$ cat src/rtl/display_pkg.sv
// Display timing constants shared by the sync generator, DVI top and pixel sources.
package display_pkg;

    localparam int H_VISIBLE = 640;
    localparam int V_VISIBLE = 480;
    localparam int X_POS_W   = 10;
    localparam int Y_POS_W   = 10;
    localparam int COLOR_W   = 8;

endpackage : display_pkg

$ cat src/rtl/pong_pkg.sv
// Pong scene geometry, colour palette and the position-set type pushed by game logic.
package pong_pkg;

    import display_pkg::*;

    localparam int PADDLE_W     = 8;
    localparam int PADDLE_H     = 64;
    localparam int PADDLE_X_OFF = 16;
    localparam int BALL_SIZE    = 8;
    localparam int NET_W        = 4;

    // RGB triples packed as {red, green, blue}.
    localparam logic [3*COLOR_W-1:0] COLOR_FG   = {8'hFF, 8'hFF, 8'hFF};
    localparam logic [3*COLOR_W-1:0] COLOR_BG   = {8'h00, 8'h00, 8'h40};
    localparam logic [3*COLOR_W-1:0] COLOR_BALL = {8'hFF, 8'hFF, 8'h00};

    typedef struct packed {
        logic [Y_POS_W-1:0] paddle_l_y;
        logic [Y_POS_W-1:0] paddle_r_y;
        logic [X_POS_W-1:0] ball_x;
        logic [Y_POS_W-1:0] ball_y;
    } pong_pos_t;

    // Paddles vertically centred, ball in the middle of the visible area.
    localparam pong_pos_t POS_RESET = '{
        paddle_l_y: Y_POS_W'((V_VISIBLE - PADDLE_H) / 2),
        paddle_r_y: Y_POS_W'((V_VISIBLE - PADDLE_H) / 2),
        ball_x:     X_POS_W'((H_VISIBLE - BALL_SIZE) / 2),
        ball_y:     Y_POS_W'((V_VISIBLE - BALL_SIZE) / 2)
    };

endpackage : pong_pkg

$ cat src/rtl/rect_hit.sv
// Combinational point-in-rectangle test over half-open ranges [origin, origin+size).
// The end coordinate carries one extra bit so objects at the right/bottom edge clip
// instead of wrapping back to coordinate 0.
module rect_hit
    import display_pkg::*;
#(
    parameter int XW = X_POS_W,
    parameter int YW = Y_POS_W
) (
    input  logic [XW-1:0] px_i,
    input  logic [YW-1:0] py_i,
    input  logic [XW-1:0] ox_i,
    input  logic [YW-1:0] oy_i,
    input  logic [XW-1:0] w_i,
    input  logic [YW-1:0] h_i,
    output logic          inside_o
);

    logic [XW:0] x_end;
    logic [YW:0] y_end;

    assign x_end = {1'b0, ox_i} + {1'b0, w_i};
    assign y_end = {1'b0, oy_i} + {1'b0, h_i};

    assign inside_o = (px_i >= ox_i) && ({1'b0, px_i} < x_end) &&
                      (py_i >= oy_i) && ({1'b0, py_i} < y_end);

endmodule : rect_hit

$ cat src/rtl/pong_renderer.sv
// Pong scene pixel source: maps the raster coordinate to an RGB colour with one cycle
// of latency. Object positions arrive over a valid/ready port into a shadow set that
// is committed to the active set at the first pixel of vertical blanking.
// Optional build macro: PONG_RENDER_NET_EN draws a dashed centre net.
module pong_renderer
    import display_pkg::*;
    import pong_pkg::*;
(
    input  logic               clk_i,
    input  logic               rst_ni,
    input  logic [X_POS_W-1:0] x_i,
    input  logic [Y_POS_W-1:0] y_i,
    input  logic               upd_valid_i,
    output logic               upd_ready_o,
    input  logic [Y_POS_W-1:0] paddle_l_y_i,
    input  logic [Y_POS_W-1:0] paddle_r_y_i,
    input  logic [X_POS_W-1:0] ball_x_i,
    input  logic [Y_POS_W-1:0] ball_y_i,
    output logic [COLOR_W-1:0] red_o,
    output logic [COLOR_W-1:0] green_o,
    output logic [COLOR_W-1:0] blue_o,
    output logic               frame_tick_o
);

    localparam logic [X_POS_W-1:0] H_VIS    = X_POS_W'(H_VISIBLE);
    localparam logic [Y_POS_W-1:0] V_VIS    = Y_POS_W'(V_VISIBLE);
    localparam logic [X_POS_W-1:0] PL_X     = X_POS_W'(PADDLE_X_OFF);
    localparam logic [X_POS_W-1:0] PR_X     = X_POS_W'(H_VISIBLE - PADDLE_X_OFF - PADDLE_W);
    localparam logic [X_POS_W-1:0] PAD_W    = X_POS_W'(PADDLE_W);
    localparam logic [Y_POS_W-1:0] PAD_H    = Y_POS_W'(PADDLE_H);
    localparam logic [X_POS_W-1:0] BALL_W_X = X_POS_W'(BALL_SIZE);
    localparam logic [Y_POS_W-1:0] BALL_H_Y = Y_POS_W'(BALL_SIZE);

    pong_pos_t              active_q, active_d;
    pong_pos_t              shadow_q, shadow_d;
    logic                   pending_q, pending_d;
    logic                   ready_q, ready_d;
    logic                   tick_q, tick_d;
    logic [3*COLOR_W-1:0]   rgb_q, rgb_d;

    logic transfer, commit, visible;
    logic hit_pl, hit_pr, hit_ball, hit_net;

    assign transfer = upd_valid_i && ready_q;
    assign commit   = (x_i == '0) && (y_i == V_VIS);
    assign visible  = (x_i < H_VIS) && (y_i < V_VIS);

    rect_hit u_hit_pl (
        .px_i(x_i), .py_i(y_i), .ox_i(PL_X), .oy_i(active_q.paddle_l_y),
        .w_i(PAD_W), .h_i(PAD_H), .inside_o(hit_pl)
    );

    rect_hit u_hit_pr (
        .px_i(x_i), .py_i(y_i), .ox_i(PR_X), .oy_i(active_q.paddle_r_y),
        .w_i(PAD_W), .h_i(PAD_H), .inside_o(hit_pr)
    );

    rect_hit u_hit_ball (
        .px_i(x_i), .py_i(y_i), .ox_i(active_q.ball_x), .oy_i(active_q.ball_y),
        .w_i(BALL_W_X), .h_i(BALL_H_Y), .inside_o(hit_ball)
    );

`ifdef PONG_RENDER_NET_EN
    localparam logic [X_POS_W-1:0] NET_X0 = X_POS_W'(H_VISIBLE / 2 - NET_W / 2);
    localparam logic [X_POS_W-1:0] NET_X1 = X_POS_W'(H_VISIBLE / 2 + NET_W / 2);
    // 16-line dash / 16-line gap.
    assign hit_net = (x_i >= NET_X0) && (x_i < NET_X1) && !y_i[4];
`else
    assign hit_net = 1'b0;
`endif

    // Next-state for the handshake, double-buffered position sets and pixel colour.
    always_comb begin
        // NOTE: every target gets a default first so no path leaves it unassigned (no latch).
        active_d  = active_q;
        shadow_d  = shadow_q;
        pending_d = pending_q;
        tick_d    = commit;
        rgb_d     = COLOR_BG;

        // Ready is low while pending, so a transfer and a commit never share a cycle.
        if (transfer) begin
            shadow_d = '{paddle_l_y: paddle_l_y_i, paddle_r_y: paddle_r_y_i,
                         ball_x: ball_x_i, ball_y: ball_y_i};
            pending_d = 1'b1;
        end else if (commit && pending_q) begin
            active_d  = shadow_q;
            pending_d = 1'b0;
        end

        ready_d = !pending_d;

        if (visible) begin
            if (hit_ball) begin
                rgb_d = COLOR_BALL;
            end else if (hit_pl || hit_pr || hit_net) begin
                rgb_d = COLOR_FG;
            end
        end
    end

    // State and output registers; reset discards any pending update.
    always_ff @(posedge clk_i or negedge rst_ni) begin
        if (!rst_ni) begin
            // NOTE: the position registers are reset too, so the first frame shows a defined scene.
            active_q  <= POS_RESET;
            shadow_q  <= POS_RESET;
            pending_q <= 1'b0;
            ready_q   <= 1'b1;
            tick_q    <= 1'b0;
            rgb_q     <= '0;
        end else begin
            // NOTE: non-blocking assignments so all flops update from pre-edge values.
            active_q  <= active_d;
            shadow_q  <= shadow_d;
            pending_q <= pending_d;
            ready_q   <= ready_d;
            tick_q    <= tick_d;
            rgb_q     <= rgb_d;
        end
    end

    assign upd_ready_o  = ready_q;
    assign frame_tick_o = tick_q;
    assign red_o        = rgb_q[3*COLOR_W-1:2*COLOR_W];
    assign green_o      = rgb_q[2*COLOR_W-1:COLOR_W];
    assign blue_o       = rgb_q[COLOR_W-1:0];

endmodule : pong_renderer

$ cat config.mk
export PLATFORM = sky130hd
export DESIGN_NAME = pong_renderer
export DESIGN_NICKNAME = d
export VERILOG_FILES = /design/src/rtl/display_pkg.sv /design/src/rtl/pong_pkg.sv /design/src/rtl/rect_hit.sv /design/src/rtl/pong_renderer.sv
export SDC_FILE = /design/constraint.sdc
export NUM_CORES = 1
export LEC_CHECK = 0
export ABC_AREA = 1
export CORE_UTILIZATION = 55
export DETAILED_ROUTE_END_ITERATION = 10
export GPL_ROUTABILITY_DRIVEN = 0
export PLACE_DENSITY = 0.81
export SLEW_MARGIN = 5
export SYNTH_ARGS = -nofsm -noshare
export SYNTH_HDL_FRONTEND = slang
export SYNTH_SLANG_ARGS = --single-unit
$ cat constraint.sdc
create_clock -name clk_i -period 2.2 [get_ports clk_i]
set_input_delay 0.66 -clock clk_i [delete_from_list [all_inputs] [get_ports clk_i]]
set_output_delay 0.66 -clock clk_i [all_outputs]
set_load 0.02 [all_outputs]
; Word level (Yosys, flattened, before mapping)
; Cells that the tools add are included.
[totals]
out_inout_bits = 26
ff_bits = 107
[classes]
muxes = 5
n_addsub = 4
eq_ne = 1
bitwise = 1
n_reduce_logical = 17
magnitude_cmp = 14
[ops]
columns = op, count
row1 = $mux W24, 3
row2 = $lt A10 B11 Y1, 4
row3 = $ge A10 B10 Y1, 4
row4 = $add A10 B4 Y11 const B, 2
row5 = $add A10 B7 Y11 const B, 2
row6 = $lt A10 B10 Y1 const B, 2
row7 = $logic_and A1 B1 Y1, 13
row8 = $eq A10 B9 Y1 const B, 1
row9 = $ge A10 B10 Y1 const B, 1
row10 = $ge A10 B5 Y1 const B, 1
row11 = $logic_not A10 Y1, 1
row12 = $lt A10 B5 Y1 const B, 1
row13 = $lt A10 B9 Y1 const B, 1
row14 = $mux W1, 2
row15 = $reduce_and A2 Y1, 1
row16 = $logic_not A1 Y1, 1
row17 = $logic_or A1 B1 Y1, 1
row18 = $not A1 Y1, 1

; Logic depth before layout (Yosys ltp)
[logic_depth]
word_depth = 8
mapped_depth = 16
mapped_depth_nobuf = 16

; Cells and area by module
; From an unflattened synthesis, not the netlist that was laid out.
[unflattened]
hier_cells = 1266
hier_area_um2 = 9146.3
[modules_own_cells]
columns = mod, cells_each, instances, area_per_inst_um2
row1 = pong_renderer, 407, 1, 3592.2
row2 = rect_hit at u_hit_ball, 287, 1, 1861.8
row3 = rect_hit at u_hit_pl, 286, 1, 1853.0
row4 = rect_hit at u_hit_pr, 286, 1, 1839.3

; Worst setup path after synthesis
; OpenSTA, ideal clock, no wires.
[synth_path]
path_kind = register to register
start = reg active_q[13] in the netlist's numbering
end = reg rgb_q[7]
arrival_ns = 1.947
slack_ns = 0.182
setup_ns = 0.072
path_stages_with_launch = 15
t_required_ns = 2.128
path_cell_list = dfstp_2 -> ha_1 -> nand2_1 -> nor2_1 -> nand3_1 -> xor2_1 -> ha_1 -> inv_1 -> nor2_1 -> nand3_1 -> nor2_1 -> nor2_1 -> nand3_1 -> nor2_1 -> nor2_1
[synth_via]
elab_chain_len = 7
word_cells_on_any_way = 8
classes_between = add/sub: 1 / order compare: 2 / mux: 2 / reduce/logical: 3
[synth_lines]
columns = element, line_no
row1 = start: declaration, pong_renderer.sv:34  ; pong_pos_t active_q, active_d;
row2 = start signal: assignment, pong_renderer.sv:114  ; active_q <= active_d;
row3 = $add A10 B4 Y11, rect_hit.sv:22  ; assign x_end = {1'b0, ox_i} + {1'b0, w_i};
row4 = $lt A10 B11 Y1, rect_hit.sv:25  ; assign inside_o = (px_i >= ox_i) && ({1'b0, px_i} < x_end) &&
row5 = $logic_and A1 B1 Y1 * (2 in a row), rect_hit.sv:25
row6 = $logic_and A1 B1 Y1 *, rect_hit.sv:26  ; (py_i >= oy_i) && ({1'b0, py_i} < y_end);
row7 = $mux W24 *, pong_renderer.sv:94  ; if (hit_ball) begin
row8 = $mux W24 *, pong_renderer.sv:93  ; if (visible) begin
row9 = end signal: assignment, pong_renderer.sv:119  ; rgb_q <= rgb_d;
row10 = end: declaration, pong_renderer.sv:39  ; logic [3*COLOR_W-1:0] rgb_q, rgb_d;
; Mark *: on every way between the ends. The rest lies on a longest branch, timed or not.
; A chain may end at the register's enable or synchronous reset.

; Worst setup path after layout
[layout_path]
start = reg active_q[15] in the netlist's numbering
end = reg rgb_q[22]
; The elaborated chain is that of the path after synthesis.

==> results.toml <==
[timing]
finalClockSkew_ns = 0.004346
layout_worst_path_cycle_share_pct = 100.4
setup_ws_ns = -0.009843
fin_crit_ns = 2.210
relSlewSlack_pct = 64.90
setup_viol_count_final = 1
fmaxAchievable_mhz = 452.5
worst-slew-pin-transition_ns = 0.5264
final-max-slew-violation-count = 0
rsz0062_at_grt = "true"
tns_ns = -0.009843
hold_viol = 0

[finish]
fin_cells = 980
num-nets-final = 971
postLayoutCellArea_um2 = 7028
drive_above_1_share_pct = 10.86
fill_cells = 744
diodes = 0
final_util_pct = 71.25
area_growth_pct = 24.08

[worst_setup_path]
crit_chain = "nand2_1, nor2_4, buf_4, xor2_1, ha_1, nand2_1, nor2_1, nand2_1, nand3_1, nand2_1, nand2_1, nor2_1, nand3_1, nand2_1"
path_class = "register to register"
cp-start-kind = "register"
end_kind = "register"
max_stage_delay_ns = 0.59
crit_buf_inv = 1
cpMaxStageDelayCell = "dfstp_2"
worst-endpoint-arrival_ns = 2.46
worstRegToRegCells = 14
cp_common_cell = "nand2_1"
cp_top_family = "simple AND/OR/NAND/NOR gates"
critPathMaxFanout = 5
worstSetupPathDepth = 14
worst_ep_required_time_ns = 2.45

[clocking]
ctsHoldBuffers = 0
cts_sinks = 86
cts.path.max_buffers = 2
cts_tree = "done"
clkTransAtPathRegs_ns = 0.08
htreeDepth = 3
clk_latency_ns = 0.36
root_buffer = "clkbuf_8"
cts_buffers = 9

[drt]
route.detailed.drc = 0
drt_first_iter_violations = 168
drt-total-wl_um = 13020
wire_per_inst_um = 13.28
vias_per_cell = 5.016
dr.pass1.iters = 5
antenna_left = 0
vias = 4916

[status]
status = "finished, violations left"
violations = "setup timing"

[global_route]
grt_pass1_vias = 4779
grt-ovfl-total = 0
grt_usage_pct = 25.97
grt_first_pass_wirelength_um = 21100
grt_max_degree = 59
antenna_found_initial = 0

[synthesis]
synth_mux_area_share_pct = 0
synthCells = 748
synth_nets = 877
seq_area_frac_synth_pct = 38.72
synth_ff_type = "dfrtp_1"
synth.distinct_cells = 27
synth_xor_xnor_area_share_pct = 2.165
synth-seq-cells = 86
synth_top_family_by_area = "simple AND/OR/NAND/NOR gates"
yosys.area_share.adder_pct = 14.58
syn_avg_cell_area_um2 = 7.572
synth_top_area_share_pct = 23.42
synth_edf_count = 0
yosys.area_share.simple_pct = 23.04
synth_common_cells = "228 x nand2_1, 131 x inv_1, 66 x ha_1, 53 x dfrtp_1, 47 x nor2_1"
async_flop_share_pct = 100.0
ys_top_cells_by_area = "dfrtp_1 23%, dfstp_2 15%, nand2_1 15%"
synth_compound_area_share_pct = 8.350
syn_area_um2 = 5664
synth_area_leader_cell = "dfrtp_1"
yosysMostFrequentCell = "nand2_1"
yosys_warnings = 0

[pwr]
leakagePower_nw = 3.744
p_comb_share_pct = 18.4
p_clk_share_pct = 28.9
ir_drop_mv = 0.4434
power_density_nw_per_um2 = 539.2
switching_power_w = 0.001027
pwr-share-seq_pct = 52.6
p_sw_share_pct = 27.10
p_int_w = 0.002762

[floorplan]
dieHeight_um = 103.5
rows = 36
io_pins = 89
chipWidth_um = 103.5
start_util_pct = 57.42
coreArea_um2 = 9864
die-area_um2 = 10710

[place]
dpl_cell_area_um2 = 6693
dp_hpwl_um = 9852
port_buffers = 88
placedCellCount = 958

[run]
cap_violations = 0

[hold_path]
min_path_type = "input pin to async pin"
[worst paths after layout]
path | startpoint | to | slack, ns
min in group clk_i | shadow_q[7] | shadow_q[7] | 0.47
setup reg to reg | active_q[15] | rgb_q[22] | -0.01
hold reg to reg | shadow_q[7] | shadow_q[7] | 0.47
setup / recovery | active_q[15] | rgb_q[22] | -0.01
max in group asynchronous | rst_ni | active_q[5] | 1.29
hold / removal | rst_ni | shadow_q[30] | 0.27
[power by group through the flow]
| stage | Combinational (W) | Clock [W] | Sequential [W] |
|---|---|---|---|
| after floorplan | 0.000383 | 0 | 0.00199 |
| after global placement | 0.000661 | 0 | 0.00201 |
| after detailed placement | 0.000694 | 0 | 0.00202 |
| after CTS | 0.000702 | 0.00112 | 0.00200 |
| after global routing | 0.000804 | 0.00118 | 0.00202 |
| final | 0.000699 | 0.00110 | 0.00199 |
[registers in the layout (all words and copies together), names as in the netlist]
signal / count
upd_ready_o: 1
frame_tick_o: 1
pending_q: 1
rgb_q: 3
active_q: 40
shadow_q: 40
[per-stage QoR]
step	power (W)	setup slack (ns)	hold WS [ns]
2_1_floorplan	0.002373	0.1818	0.3644
3_3_place_gp	0.002676	-0.2336	0.4593
3_5_place_dp	0.002719	-0.2718	0.4593
4_1_cts	0.003822	0.0008802	0.2824
5_1_grt	0.004004	-0.1560	0.3076
6_report	0.003789	-0.009843	0.2723
[cells in the final DEF, fill, tap and decap left out, types with 2 or more instances in the layout]
cell,instances
o21ai_1,40
dfstp_2,33
nand2_1,227
inv_1,130
nor2_4,3
ha_1,65
nand3_1,29
nor3b_1,3
clkdlybuf4s50_1,70
buf_4,30
clkbuf_8,10
o21ai_0,26
nor2_1,45
nand4_1,5
dfrtp_1,52
a21oi_1,17
o21bai_1,2
nor3_1,2
buf_12,3
nand3b_1,2
xor2_1,10
xnor2_1,4
a21o_1,4
clkbuf_1,3
dlymetal6s2s_1,17
[final cells by class]
type	count	area [µm²]	area share, %
clock buffers	13	148.9	2.119
clock inverters	3	43.79	0.6231
inverters	132	495.5	7.050
multi-input cells	493	2780	39.56
flip-flops and latches	86	2195	31.23
well taps	133	166.4	2.368
repair buffers	120	1199	17.06
[per-layer routing]
| layer | global-route usage [%] | part of all wire (%) |
|---|---|---|
| met2 | 43.40 | 47 |
| met1 | 31.95 | 44 |
| met3 | 4.234 | 4.9 |
| met4 | 14.84 | 3.9 |
| met5 | 0 | 0 |
[cell families after synthesis]
| group | Yosys count |
|---|---|
| AO/OA/AOI/OAI | 91 |
| XOR/XNOR | 14 |
| adder cells (fa/ha/maj) | 66 |
| buffers and inverters | 169 |
| flip-flops | 86 |
| AND/OR/NAND/NOR | 322 |
[what timing repair did]
action,4_1_cts,5_1_grt
pin swaps,0,9
buffers inserted,2,4
resized for setup,5,25
setup endpoints to repair,19,20
Power figures use the tool's default switching activity.
